$ cat src/rtl/bcd_to_bin.sv
// rtl/bcd_to_bin.sv - sequential packed-BCD to binary converter (shift right, subtract-3 correction)
// Optional macro BCD_TO_BIN_DIGIT_CHECK_EN: reject operands holding a digit above 9 with err=1.
module bcd_to_bin #(
   parameter int DIGITS = 4,
   parameter int BIN_W  = 14
) (
   input  logic                  clk,
   input  logic                  rst,
   input  logic                  in_valid,
   output logic                  in_ready,
   input  logic [4*DIGITS-1:0]   bcd_in,
   output logic                  out_valid,
   input  logic                  out_ready,
   output logic [BIN_W-1:0]      bin_out,
   output logic                  err
);

   localparam int BCD_W = 4 * DIGITS;
   localparam int CNT_W = $clog2(BIN_W + 1);

   typedef enum logic [1:0] {IDLE, SHIFT, DONE} state_t;

   state_t             state;
   state_t             state_nxt;
   logic [BCD_W-1:0]   bcd_reg;
   logic [BIN_W-1:0]   bin_reg;
   logic [CNT_W-1:0]   cnt;
   logic [BCD_W-1:0]   bcd_sh;
   logic [BCD_W-1:0]   bcd_adj;
   logic [BIN_W-1:0]   bin_sh;
   logic               last_iter;
   logic               bad_digit;

   // One iteration: BCD LSB moves into the binary MSB, then halve-correct each digit.
   always_comb begin
      bcd_sh  = {1'b0, bcd_reg[BCD_W-1:1]};
      bin_sh  = {bcd_reg[0], bin_reg[BIN_W-1:1]};
      bcd_adj = bcd_sh;
      for (int i = 0; i < DIGITS; i++) begin
         if (bcd_sh[4*i+3]) begin
            bcd_adj[4*i +: 4] = bcd_sh[4*i +: 4] - 4'd3;
         end
      end
   end

`ifdef BCD_TO_BIN_DIGIT_CHECK_EN
   logic err_reg;

   always_comb begin
      bad_digit = 1'b0;
      for (int i = 0; i < DIGITS; i++) begin
         if (bcd_in[4*i +: 4] > 4'd9) begin
            bad_digit = 1'b1;
         end
      end
   end

   assign err = err_reg;
`else
   assign bad_digit = 1'b0;
   assign err       = 1'b0;
`endif

   assign last_iter = (cnt == CNT_W'(BIN_W - 1));
   assign in_ready  = (state == IDLE);
   assign out_valid = (state == DONE);
   assign bin_out   = bin_reg;

   always_ff @(posedge clk) begin
      if (rst) begin
         state <= IDLE;
      end else begin
         state <= state_nxt;
      end
   end

   always_comb begin
      state_nxt = state;
      case (state)
         IDLE: begin
            if (in_valid) begin
               state_nxt = bad_digit ? DONE : SHIFT;
            end
         end
         SHIFT: begin
            if (last_iter) begin
               state_nxt = DONE;
            end
         end
         DONE: begin
            if (out_ready) begin
               state_nxt = IDLE;
            end
         end
         default: state_nxt = IDLE;
      endcase
   end

   always_ff @(posedge clk) begin
      if (rst) begin
         bcd_reg <= '0;
         bin_reg <= '0;
         cnt     <= '0;
`ifdef BCD_TO_BIN_DIGIT_CHECK_EN
         err_reg <= 1'b0;
`endif
      end else begin
         case (state)
            IDLE: begin
               if (in_valid) begin
                  bcd_reg <= bad_digit ? '0 : bcd_in;
                  bin_reg <= '0;
                  cnt     <= '0;
`ifdef BCD_TO_BIN_DIGIT_CHECK_EN
                  err_reg <= bad_digit;
`endif
               end
            end
            SHIFT: begin
               bcd_reg <= bcd_adj;
               bin_reg <= bin_sh;
               cnt     <= cnt + CNT_W'(1);
            end
            default: begin
            end
         endcase
      end
   end

endmodule

$ cat config.mk
export PLATFORM = sky130hd
export DESIGN_NAME = bcd_to_bin
export DESIGN_NICKNAME = d
export VERILOG_FILES = /design/src/rtl/bcd_to_bin.sv
export SDC_FILE = /design/constraint.sdc
export NUM_CORES = 1
export LEC_CHECK = 0
export BUFFER_PORTS_ARGS = -buffer_cell sky130_fd_sc_hd__clkbuf_2
export CORE_MARGIN = 3
export CORE_UTILIZATION = 50
export CTS_BUF_LIST = sky130_fd_sc_hd__clkbuf_8
export CTS_CLUSTER_DIAMETER = 50
export CTS_CLUSTER_SIZE = 12
export DETAILED_ROUTE_END_ITERATION = 12
export PLACE_DENSITY = 0.77
export SLEW_MARGIN = 20
export SYNTH_ARGS = -nofsm -noshare
export SYNTH_HDL_FRONTEND = slang
export SYNTH_SLANG_ARGS = --single-unit
$ cat constraint.sdc
create_clock -name clk -period 1.27 [get_ports clk]
set_input_delay 0.1905 -clock clk [delete_from_list [all_inputs] [get_ports clk]]
set_output_delay 0.1905 -clock clk [all_outputs]
set_load 0.05 [all_outputs]
## Word-level counts from Yosys, hierarchy flattened

Index checks and enable logic that the tools add are counted.

| word-level totals | value |
|---|---|
| flip-flop bits (word level) | 36 |
| output and inout port bits | 17 |

| operators by class | value |
|---|---|
| multiplexer cells | 13 |
| add/sub/neg operators | 4 |
| reductions and logical operators | 4 |
| equal/unequal tests | 6 |

Operators with widths:

| operator | count |
|---|---|
| case mux 16 bit (2 select lines) | 1 |
| case mux 14 bit (2 select lines) | 1 |
| 2-to-1 mux 16 bit | 1 |
| 2-to-1 mux 4 bit | 4 |
| 2-to-1 mux 14 bit | 1 |
| subtractor 4 x 2 -> 4 bit (second input constant) | 3 |
| case mux 4 bit (2 select lines) | 1 |
| 2-to-1 mux 2 bit | 3 |
| case mux 2 bit (3 select lines) | 1 |
| adder 4 x 1 -> 4 bit (second input constant) | 1 |
| equality test 4 bit (second input constant) | 1 |
| inequality test 2 bit (second input constant) | 2 |
| AND reduction 3 bit | 1 |
| equality test 2 x 1 -> 1 bit (second input constant) | 1 |
| equality test 2 bit (second input constant) | 1 |
| logical NOT 2 bit | 1 |
| inequality test 2 x 1 -> 1 bit (second input constant) | 1 |
| AND reduction 2 bit | 1 |
| nonzero test 2 bit | 1 |

## Depth between registers and ports, before layout

| depth | value |
|---|---|
| depth in word-level cells | 3 |
| gate-level depth with buffers | 5 |

## Least setup slack after synthesis

Ideal clock, no wire load.

| timing | value |
|---|---|
| path kind | flip-flop to flip-flop |
| start | reg state[1] |
| end | reg state[1] |
| data required time | 1.203 ns |
| path slack | -0.400 ns |
| path buffers | 1 |
| data arrival time | 1.603 ns |
| clock period less this slack | 1.670 ns |
| library setup time | 0.067 ns |
| stages on the path, launching flop included | 5 |
| cells stage by stage | dfxtp_1 buf_2 nor2b_1 a2bb2oi_1 nor2_1 |

| between the ends | value |
|---|---|
| word-level cells in the longest chain between the ends | 3 |
| elaborated cells on any way between the ends | 8 |
| classes of those cells | 5 x eq/ne; 1 x mux; 2 x reduce/logical |

Ends and longest elaborated chain:

| what | RTL line | text |
|---|---|---|
| start: declaration | 23 | `state_t state;` |
| start signal: assignment | 73 | `state <= state_nxt;` |
| equality test 2 bit * | - |  |
| net out_valid | 12 | `output logic out_valid,` |
| inequality test 2 x 1 -> 1 bit (no source line) | - |  |
| AND reduction 3 bit (no source line) | - |  |

Mark *: on every way through the listed nets, which the timed path passes. The rest lies on a longest branch.
A chain may end at the register's enable or synchronous reset.

## Worst setup path after layout

| timing | value |
|---|---|
| start | reg state[0] |
| end | out in_ready |

| between the ends | value |
|---|---|
| word-level cells in the longest chain between the ends | 1 |

Ends and longest elaborated chain:

| what | RTL line | text |
|---|---|---|
| logical NOT 2 bit | 65 | `assign in_ready = (state == IDLE);` |
| end: declaration | 10 | `output logic in_ready,` |

No other way between the ends.

==> results.ini <==
[status]
outcome = complete, but fails checks
failed_checks = negative setup slack

[critical_path]
worstSetupPathType = reg -> out
worst_ep_arrival_time_ns = 1.17
critical-path-top-cell-by-count = buf_6
critPathTopFamily = buffers and inverters
cp_slowest_stage_delay_ns = 0.38
worstSetupEndpoint = in_ready
worst_setup_path_startpoint = state[0]$_SDFFE_PP0P_
crit_path_cell_trace = buf_6 > buf_6 > nor2_4 > buf_8
worst-path-max-fanout = 6
worst_r2r_startpoint = state[0]$_SDFFE_PP0P_
crit_required_ns = 1.08
cp_num_buf_inv = 3
reg2regPathDepth = 5
crit_slowest_cell = dfxtp_4
critical_path.endpoint_type = primary output
startpoint_type = flip-flop
rr_endpoint = bcd_reg[8]$_SDFFE_PP0P_
levels_on_crit_path = 4
reg2reg_setup_slack_ns = -0.05

[routing]
dr.pass1.iters = 4
post-route-drc-count = 0
antenna_violating_nets_post_route = 0
routed_wirelength_mm = 4.570
avgRoutedWirePerCell_um = 15.98
vias = 1623
drt_iter0_markers = 119
post_drt_via_cell_ratio = 5.675

[clock_network]
num_cts_buffers = 5
cts_num_sinks = 36
cts-htree-levels = 2
worstSkewPairLatency_ns = 0.29
clockRootBuffer = clkbuf_8
cts_buffer_depth = 2
clkSlewWorstSetupHoldPaths_ns = 0.08
tritoncts_clock_tree = built

[synthesis]
number_of_synthesized_flops_with_an_enable_pin = 0
ys_seq_area_frac = 0.4283
synth_top_area_frac = 0.4283
yosys-top-cells-area = dfxtp_1 43%, a22oi_1 8.5%, nor2_1 7.4%
synth_cells = 184
ys_ff_latch = 36
synthesized_net_count = 209
synth.avg_cell_area_um2 = 9.146
asyncSetResetFlopFracSynth = 0
yosys.area.top_type = dfxtp_1
ys.flop_type = dfxtp_1
synth_area_mm2 = 0.001683
yosysWarnings = 0
netlist-cell-type-count = 40

[placed_design]
place_inst = 267
gp_congestion = 0.8710
pre_cts_ws_ns = -0.09792
placed_area_mm2 = 0.001986
io_buffer_count = 35
place.detailed.hpwl_mm = 2.946

[global_routing]
global_route.usage.total = 0.2244
number_of_global_route_vias_before_repair = 1626
largest_net_degree_at_the_start_of_global_routing = 21
grt_pass1_wl_mm = 7.251
grt_antenna_before_repair = 0
grt-ovfl-total = 0

[die]
placement_rows = 20
die_area_mm2 = 0.004098
chipHeight_um = 64.02
dieWidth_um = 64.02
initial_core_util = 0.5380
core-area_mm2 = 0.003128
design.portCount = 37

[finish]
number_of_flip_flops_under_the_largest_register_name = 16
finish.cell_count_without_fillers = 286
stdcell_area_mm2 = 0.002331
layout_common_cells = 34 x dfxtp_1, 33 x clkbuf_2, 32 x nor2_1
final-seq-area_um2 = 728.2
multi_input_comb_area_um2 = 939.7
final_net_count = 266
antenna-diode-count = 0
drive_gt1_frac = 0.4008
layout_commonest_cell = dfxtp_1
n_fill_cell = 208
syn_to_final_growth_pct = 38.51

[power]
ir_worst_vdd_uv = 910.7
static-leakage-power_nw = 1.003
power_density_mw_per_mm2 = 1195

[timing]
setup_ws_ns = -0.08879
slew_viol_final = 0
finalClockSkew_ns = 0.005752
fmax_ghz = 0.7359
finalHoldViolCount = 0
grt_setup_unrepaired = true
fin_crit_sh = 1.070
period_needed_ns = 1.359
setup_total_negative_slack_ns = -0.3435
report.final.setup_viol = 9

[run]
maxCapViolations = 0

[worst_hold_path]
min-delay-path-class = in -> reg

Yosys cell counts (all sizes together) (2+ instances only):
cell and count:
or3b 3, xor2 3, and4b 2, a211oi 4, a2bb2oi 2, a21oi 6, xnor2 3, clkbuf 5
buf 9, nor3 5, nand2 3, a222oi 2, o22ai 3, nor2b 8, inv 7, ha 5
o32ai 3, nand2b 5, nand3 2, dfxtp 36, a2111oi 4, a22oi 19, nor2 33
tightest hold or removal path: cells and delay by family:
family / cells / cell delay, ns
buf+inv: 2 / 0.13
compound gates: 1 / 0.05
power by group:
part | leakage [nW] | switching [mW] | internal, mW
clock network | 0.0548 | 0.435 | 0.591
registers | 0.295 | 0.0637 | 1.18
logic | 0.653 | 0.258 | 0.257
total | 1.00 | 0.757 | 2.03
through the flow:
| stage | utilization | power [mW] | hold WS (ns) |
|---|---|---|---|
| 2_1_floorplan | - | 1.542 | 0.3388 |
| 3_3_place_gp | 0.6348 | 1.651 | 0.4317 |
| 3_5_place_dp | 0.6348 | 1.675 | 0.4429 |
| 4_1_cts | 0.7044 | 2.739 | 0.1279 |
| 5_1_grt | 0.7452 | 2.924 | 0.1534 |
| 6_report | 0.7452 | 2.786 | 0.1344 |
final cells by class:
type,count,share of cell area
Clock buffer,5,0.02952
Clock inverter,3,0.01986
Inverter,7,0.01127
Multi-Input combinational cell,127,0.4031
Sequential cell,36,0.3124
Tap cell,44,0.02362
Timing Repair Buffer,64,0.2002
worst min-delay path by stage:
stage	cells after the start	startpoint	slack [ns]	to
finish	3	bcd_in[11]	0.13	bcd_reg[11]$_SDFFE_PP0P_
global route	3	bcd_in[11]	0.15	bcd_reg[11]$_SDFFE_PP0P_
CTS	3	bcd_in[11]	0.13	bcd_reg[11]$_SDFFE_PP0P_
detailed placement	3	bcd_in[11]	0.44	bcd_reg[11]$_SDFFE_PP0P_
global placement	3	bcd_in[15]	0.43	bcd_reg[15]$_SDFFE_PP0P_
floorplan	2	bcd_in[15]	0.34	bcd_reg[15]$_SDFFE_PP0P_
what timing repair did:
action / 4_1_cts / 5_1_grt
gates cloned: 0 / 0
hold buffers: 0 / 0
setup endpoints to repair: 31 / 32
pin swaps: 4 / 10
buffers inserted: 6 / 5
gates resized for setup: 16 / 21
cells by family (layout without fill, tap and decap cells):
group,after synthesis,in the layout,share of synthesized area
compound gates,50,50,0.2350
xor+xnor,6,6,0.03123
fa+ha+maj,5,5,0.03717
buf+inv,21,79,0.06394
flops,36,36,0.4283
other cells,1,1,0.002228
simple gates,65,65,0.2022
routing by layer:
metal,share of wire,up-vias,track usage
met3,0.045,8,0.05800
met2,0.54,44,0.3948
met5,0,-,0
li1,-,773,-
met4,0.019,0,0.1132
met1,0.40,798,0.2462
Power figures use the tool's default switching activity.
